===== src/rtl/regfile_param.sv =====
// Two-read / one-write register file with an optional hardwired-zero entry,
// optional write-to-read bypass and a one-entry-per-cycle clear sweep after reset or clr.

module regfile_param_rdport #(
  parameter int DATA_W   = 32,
  parameter int ADDR_W   = 5,
  parameter int ZERO_REG = 1
) (
  input  logic [(1<<ADDR_W)-1:0][DATA_W-1:0] mem,
  input  logic                               run,
  input  logic [ADDR_W-1:0]                  addr,
  input  logic                               byp_vld,
  input  logic [ADDR_W-1:0]                  byp_addr,
  input  logic [DATA_W-1:0]                  byp_data,
  output logic [DATA_W-1:0]                  rd_data
);
  always_comb begin
    rd_data = mem[addr];
    if (!run || (ZERO_REG != 0 && addr == '0)) rd_data = '0;
    else if (byp_vld && byp_addr == addr)      rd_data = byp_data;
  end
endmodule

module regfile_param #(
  parameter int DATA_W   = 32,
  parameter int ADDR_W   = 5,
  parameter int ZERO_REG = 1,
  parameter int BYPASS   = 1
) (
  input  logic              clk,
  input  logic              rst,
  input  logic              clr,
  input  logic              wr_en,
  input  logic [ADDR_W-1:0] a1,
  input  logic [ADDR_W-1:0] a2,
  input  logic [ADDR_W-1:0] a3,
  input  logic [DATA_W-1:0] wr_data,
  output logic [DATA_W-1:0] rd_data1,
  output logic [DATA_W-1:0] rd_data2,
  output logic              ready
);
  localparam int DEPTH  = 1 << ADDR_W;
  localparam int NUM_RD = 2;

  typedef enum logic {ST_CLEAR, ST_RUN} state_e;

  state_e                         state_q, state_d;
  logic [ADDR_W-1:0]              ptr_q, ptr_d;
  logic                           ready_q, ready_d;
  logic [DEPTH-1:0][DATA_W-1:0]   mem_q;
  logic                           mem_we;
  logic [ADDR_W-1:0]              mem_wa;
  logic [DATA_W-1:0]              mem_wd;
  logic                           a3_zero, byp_vld;
  logic [NUM_RD-1:0][ADDR_W-1:0]  rd_addr;
  logic [NUM_RD-1:0][DATA_W-1:0]  rd_data;

  assign a3_zero = (ZERO_REG != 0) && (a3 == '0);

  // clr beats sweep completion, so a clr on the last sweep edge keeps ready low
  always_comb begin
    state_d = state_q;
    ptr_d   = ptr_q;
    ready_d = ready_q;
    if (clr) begin
      state_d = ST_CLEAR;
      ptr_d   = '0;
      ready_d = 1'b0;
    end else if (state_q == ST_CLEAR) begin
      if (ptr_q == ADDR_W'(DEPTH-1)) begin
        state_d = ST_RUN;
        ready_d = 1'b1;
      end else begin
        ptr_d = ptr_q + 1'b1;
      end
    end
  end

  always_ff @(posedge clk or negedge rst) begin
    if (!rst) begin
      state_q <= ST_CLEAR;
      ptr_q   <= '0;
      ready_q <= 1'b0;
    end else begin
      state_q <= state_d;
      ptr_q   <= ptr_d;
      ready_q <= ready_d;
    end
  end

  always_comb begin
    mem_we = 1'b0;
    mem_wa = a3;
    mem_wd = wr_data;
    if (state_q == ST_CLEAR) begin
      mem_we = 1'b1;
      mem_wa = ptr_q;
      mem_wd = '0;
    end else if (wr_en && !clr && !a3_zero) begin
      mem_we = 1'b1;
    end
  end

  // Storage is deliberately unreset; the sweep owns initialisation.
  always_ff @(posedge clk) begin
    if (mem_we) mem_q[mem_wa] <= mem_wd;
  end

  assign byp_vld = (BYPASS != 0) && (state_q == ST_RUN) && wr_en && !a3_zero;
  assign rd_addr = {a2, a1};

  for (genvar i = 0; i < NUM_RD; i++) begin : g_rd
    regfile_param_rdport #(
      .DATA_W  (DATA_W),
      .ADDR_W  (ADDR_W),
      .ZERO_REG(ZERO_REG)
    ) u_rd (
      .mem     (mem_q),
      .run     (ready_q),
      .addr    (rd_addr[i]),
      .byp_vld (byp_vld),
      .byp_addr(a3),
      .byp_data(wr_data),
      .rd_data (rd_data[i])
    );
  end

  assign rd_data1 = rd_data[0];
  assign rd_data2 = rd_data[1];
  assign ready    = ready_q;
endmodule


===== config.mk =====
export PLATFORM = sky130hd
export DESIGN_NAME = regfile_param
export DESIGN_NICKNAME = d
export VERILOG_FILES = /design/src/rtl/regfile_param.sv
export SDC_FILE = /design/constraint.sdc
export NUM_CORES = 1
export LEC_CHECK = 0
export BUFFER_PORTS_ARGS = -buffer_cell sky130_fd_sc_hd__buf_2
export CORE_MARGIN = 2
export CORE_UTILIZATION = 63
export DETAILED_ROUTE_END_ITERATION = 12
export PLACE_DENSITY = 0.86
export SLEW_MARGIN = 30
export SYNTH_ARGS = -nofsm -noshare
export SYNTH_HDL_FRONTEND = slang
export SYNTH_SLANG_ARGS = --single-unit

===== constraint.sdc =====
create_clock -name clk -period 3.9 [get_ports clk]
set_input_delay 0.78 -clock clk [delete_from_list [all_inputs] [get_ports clk]]
set_output_delay 0.78 -clock clk [all_outputs]
set_load 0.01 [all_outputs]

Word level (Yosys, flattened, before mapping)
Index checks and enable logic that the tools add are counted.
{ "classes": {"n_reduce_logical": 18, "eq_ne": 5, "mux": 24, "n_addsub": 1, "magnitude_cmp": 4} }
{ "op_table": {"columns": ["operator", "n"], "rows": [
  ["1024-bit bitwise mux", 1],
  ["32-bit binary-select mux with 5-bit select", 2],
  ["32-bit two-way mux", 8],
  ["32-bit demux with 5-bit select", 1],
  ["5-bit two-way mux", 4],
  ["5-bit by 6-bit less-than comparator with 1-bit output (second input constant)", 3],
  ["5-bit zero test", 3],
  ["5-bit equality test", 2],
  ["1-bit two-way mux", 8],
  ["1-bit logical AND", 7],
  ["5-bit by 1-bit adder with 5-bit output (second input constant)", 1],
  ["5-bit equality test (second input constant)", 1],
  ["5-bit by 1-bit >= comparator with 1-bit output (second input constant)", 1],
  ["2-bit inequality test (second input constant)", 2],
  ["2-bit AND reduction", 2],
  ["1-bit zero test", 3],
  ["1-bit logical OR", 2],
  ["2-bit nonzero test", 1]
]} }
{ "totals": {"register_bits": 1031, "word_cells": 87, "inputBits": 51} }

Longest topological paths before layout
{ "depth": {"word_depth": 6, "mapped_depth": 9, "mapped_depth_nobuf": 7} }

Hierarchy
From an unflattened synthesis, not the netlist that was laid out.
{ "hier_totals": {"cells_unflattened": 2403, "hier_area_um2": 48129.9} }
{ "modules_own_cells": {"columns": ["module", "cells_per_inst", "seq_area_each_um2", "area_each_um2", "n_inst"], "rows": [
  ["regfile_param", 1167, 30924.7, 31799.2, 1],
  ["regfile_param_rdport", 618, 0.0, 8165.3, 2]
]} }

Least setup slack after synthesis
Ideal clock, no wire load.
{ "synth_timing": {"path_kind": "input to register", "start": "in clr", "end": "reg mem_q[256] (netlist bit), enable pin", "stages": 5, "arrival_ps": 2957, "path_slack_ps": 522, "required_ps": 3479, "path_buffers": 1, "path_cell_list": "clkbuf_1 or3_1 o22ai_1 nand2_1 nor2_1"} }
{ "synth_between": {"elab_chain_cells": 5} }
{ "synth_lines": {"columns": ["element", "line_no", "rtl"], "rows": [
  ["from (decl)", "32", "input logic clr,"],
  ["1-bit zero test", "99", "end else if (wr_en && !clr && !a3_zero) begin"],
  ["1-bit logical AND (2 in a row)", "99", null],
  ["1-bit two-way mux", "99", null],
  ["1-bit two-way mux", "95", "if (state_q == ST_CLEAR) begin"],
  ["to (signal, indexed assignment)", "106", "if (mem_we) mem_q[mem_wa] <= mem_wd;"],
  ["to (decl)", "50", "logic [DEPTH-1:0][DATA_W-1:0] mem_q;"]
]} }
Every way passes these cells.
A chain may end at the register's enable or synchronous reset.

Final worst setup path
{ "layout_timing": {"start": "in a1[4]", "end": "out rd_data1[13]"} }
{ "layout_between": {"elab_chain_cells": 4, "word_cells_on_any_way": 8, "cone_classes": "eq/ne: 1; mux: 4; reduce/logical: 3"} }
{ "layout_lines": {"columns": ["element", "line_no", "rtl"], "rows": [
  ["from (decl)", "34", "input logic [ADDR_W-1:0] a1,"],
  ["32-bit binary-select mux with 5-bit select or 5-bit equality test (tied branches)", "18, 20", null],
  ["32-bit two-way mux (not written as such) or 1-bit logical AND (tied branches)", "18, 20", null],
  ["32-bit two-way mux", "20", "else if (byp_vld && byp_addr == addr) rd_data = byp_data;"],
  ["32-bit two-way mux (*)", "19", "if (!run || (ZERO_REG != 0 && addr == '0)) rd_data = '0;"],
  ["to (decl)", "38", "output logic [DATA_W-1:0] rd_data1,"]
]} }
Every way passes the cells marked *; elsewhere a longest branch is shown, timed or not. The select of a mux whose other input is x is not followed.

==> qor.yml <==
gp_congestion: 0.904
drv_cap: 0
min_period_over_period: 1.02
violations: "negative setup slack"
synth_area_sq_um: 48400
pwr_density_cell_nw_per_um2: 440
min_to: "ptr_q[4]"
rows: 101
initial_core_util: 0.637
r2r_slack_ps: 670
synthDistinctLibCells: 43
max_freq_mhz: 252
grt_pass1_wl_um: 224000
fin_skew_ps: 29.1
setup_viol: 3
crit_path_max_incr_delay_ps: 440
r2r_end: "mem_q[913]"
cp_slowest_cell: "a31oi_4"
drc: 0
path_clk_slew_ps: 60
holdCritStartpoint: "clr"
ant_nets: 0
grt_max_degree: 65
cts.sinks: 1031
ys_seq_area_frac: 0.639
routed_wl_um: 156000
track_usage: 0.402
vias_per_cell: 8.07
nets: 2832
insertion_delay_ps: 670
worst_slack_ps: -61.4
drt_iter0_markers: 5393
syn_avg_cell_area_sq_um: 19.2
synth_edf_count: 1024
r2r_start: "state_q"
die_x_um: 281
synthTopCellsByCount: "1024 x edfxtp_1, 480 x mux4_2, 105 x clkbuf_1"
coreArea_sq_um: 75900
htreeDepth: 3
antenna_found_initial: 5
area_growth_pct: 15.8
hold_depth: 2
slew_violations: 0
drive_above_1_share: 0.380
rsz0062_at_grt: "no"
cp_common_cell: "buf_12"
end_kind: "primary output"
reg2reg_depth: 6
pin_count: 116
synth-seq-cells: 1031
post-dp-hpwl_um: 89000
grt_pass1_vias: 32700
cts_root_buf: "clkbuf_16"
dp.cells: 3701
netlist.area_leader.share: 0.636
worst_slew_pin_slew_ps: 971
cts_tree: "yes"
status: "finished with violations"
fin_crit_ps: 3960
final_core_util: 0.737
timing.hold.ws_ps: 386
via_count: 31500
leakagePower_nw: 17.9
critPathTopFamily: "buffers and inverters"
die_area_sq_um: 79000
synthTopCellsByArea: "edfxtp_1 64%, mux4_2 22%, mux2i_1 2.1%"
worst-path-buf-inv: 4
grt_overflow: 0
clock_path_buffers: 3
hp-class: "input port to flip-flop"
syn_inst: 2519
worstPathRequired_ps: 3120
slew_headroom: 0.352
yosysTopAreaCell: "edfxtp_1"
ys.warnings.count: 0
crit_chain: "buf_4, buf_12, xnor2_1, and4_1, a31oi_4, buf_12, a22oi_1, o21ai_1, buf_2"
start_kind: "input port"
async_flop_share: 0.00679
criticalPathCategory: "input port to primary output"
wl_per_cell_um: 40.0
dieHeight_um: 281
finalHoldViolCount: 0
port_buffers: 115
critPathMaxFanout: 26
ir_worst_vdd_uv: 365
synth_nets: 2572
post-place-ws_ps: -85.2
synth_ff_type: "edfxtp_1"
cts_buffers: 103
arrival_ps: 3180
synth_most_common_cell: "edfxtp_1"
dr.pass1.iters: 9
stdcell_count: 3898
==> sequential cells by signal (all words and copies together), names as in the netlist <==
name,count
mem_q,1024
ptr_q,5
ready,1
state_q,1
==> cell families (layout without fill, tap and decap cells) <==
group	Yosys count	in the layout	synth area share
XOR/XNOR	13	13	0.00235
other	0	1	0
buffers and inverters	245	593	0.0236
AND/OR/NAND/NOR	215	215	0.0237
AO/OA/AOI/OAI	397	397	0.0580
flip-flops	1031	1031	0.639
adder cells (fa/ha/maj)	2	2	0.000517
multiplexers	616	616	0.253
==> power by group <==
| group | internal (mW) | switching, mW | total [mW] |
|---|---|---|---|
| sequential | 12.1 | 0.0693 | 12.2 |
| combinational | 0.888 | 1.09 | 1.98 |
| clock | 6.12 | 4.34 | 10.5 |
==> metrics by stage <==
step	TNS [ps]	cell area, sq um	total power [mW]
final	-114	56000	24.6
after global routing	0	56000	25.0
after CTS	0	55900	24.5
after detailed placement	-301	52400	14.3
after global placement	-220	52400	14.2
after floorplan	0	48400	13.6
==> routing by layer <==
metal / wire length [um] / global-route usage / vias up
met4: 12900 / 0.277 / 6
met1: 45900 / 0.498 / 15500
met5: 28 / 0 / -
li1: - / - / 11400
met3: 25800 / 0.133 / 977
met2: 71100 / 0.607 / 3572
==> layout make-up <==
class,count,area [sq um]
diodes,1,2.50
multi-input cells,1243,16700
fillers,3948,19900
flip-flops and latches,1031,30900
inverters,34,135
repair buffers,366,3470
clock inverters,60,708
well taps,1030,1290
clock buffers,133,2810
==> worst max-delay path by stage <==
| stage | start | endpoint | slack (ps) | cells past startpoint |
|---|---|---|---|---|
| after floorplan | clr | mem_q[256] | 520 | 5 |
| after global placement | a1[0] | rd_data1[12] | -100 | 9 |
| after detailed placement | a1[0] | rd_data1[13] | -90 | 9 |
| after CTS | state_q | rd_data1[12] | 3 | 7 |
| after global routing | a1[0] | rd_data1[17] | 0.9 | 9 |
| final | a1[4] | rd_data1[13] | -60 | 9 |
==> repair_timing <==
item                                   in CTS  in global routing
resized for setup                          11                 19
endpoints found under the hold margin       7                  0
hold buffers                                1                  0
setup endpoints to repair                  11                 21
setup buffers                               2                  0
gates cloned                                0                  0
==> worst reg2reg max path, stage by stage, from the launching register on <==
cell and delay (ps):
dfrtp_4 570, inv_1 100, or3_1 370, o22ai_1 200
nand2_1 470, nor2_4 690, buf_4 480
==> cells in the final DEF (no fill, tap or decap), types with 36 or more instances in the layout <==
cell       synthesis  layout
buf_12             0      74
nand2_1           52      51
nor2b_1           67      64
a22oi_1           96      93
mux2_2            36      36
o21ai_0           90      81
buf_2             61     109
mux2i_1          100     100
edfxtp_1        1024    1024
mux4_2           480     480
buf_4             36     174
clkbuf_16          0     107
a211oi_1          64      63
Power figures use the tool's default switching activity.
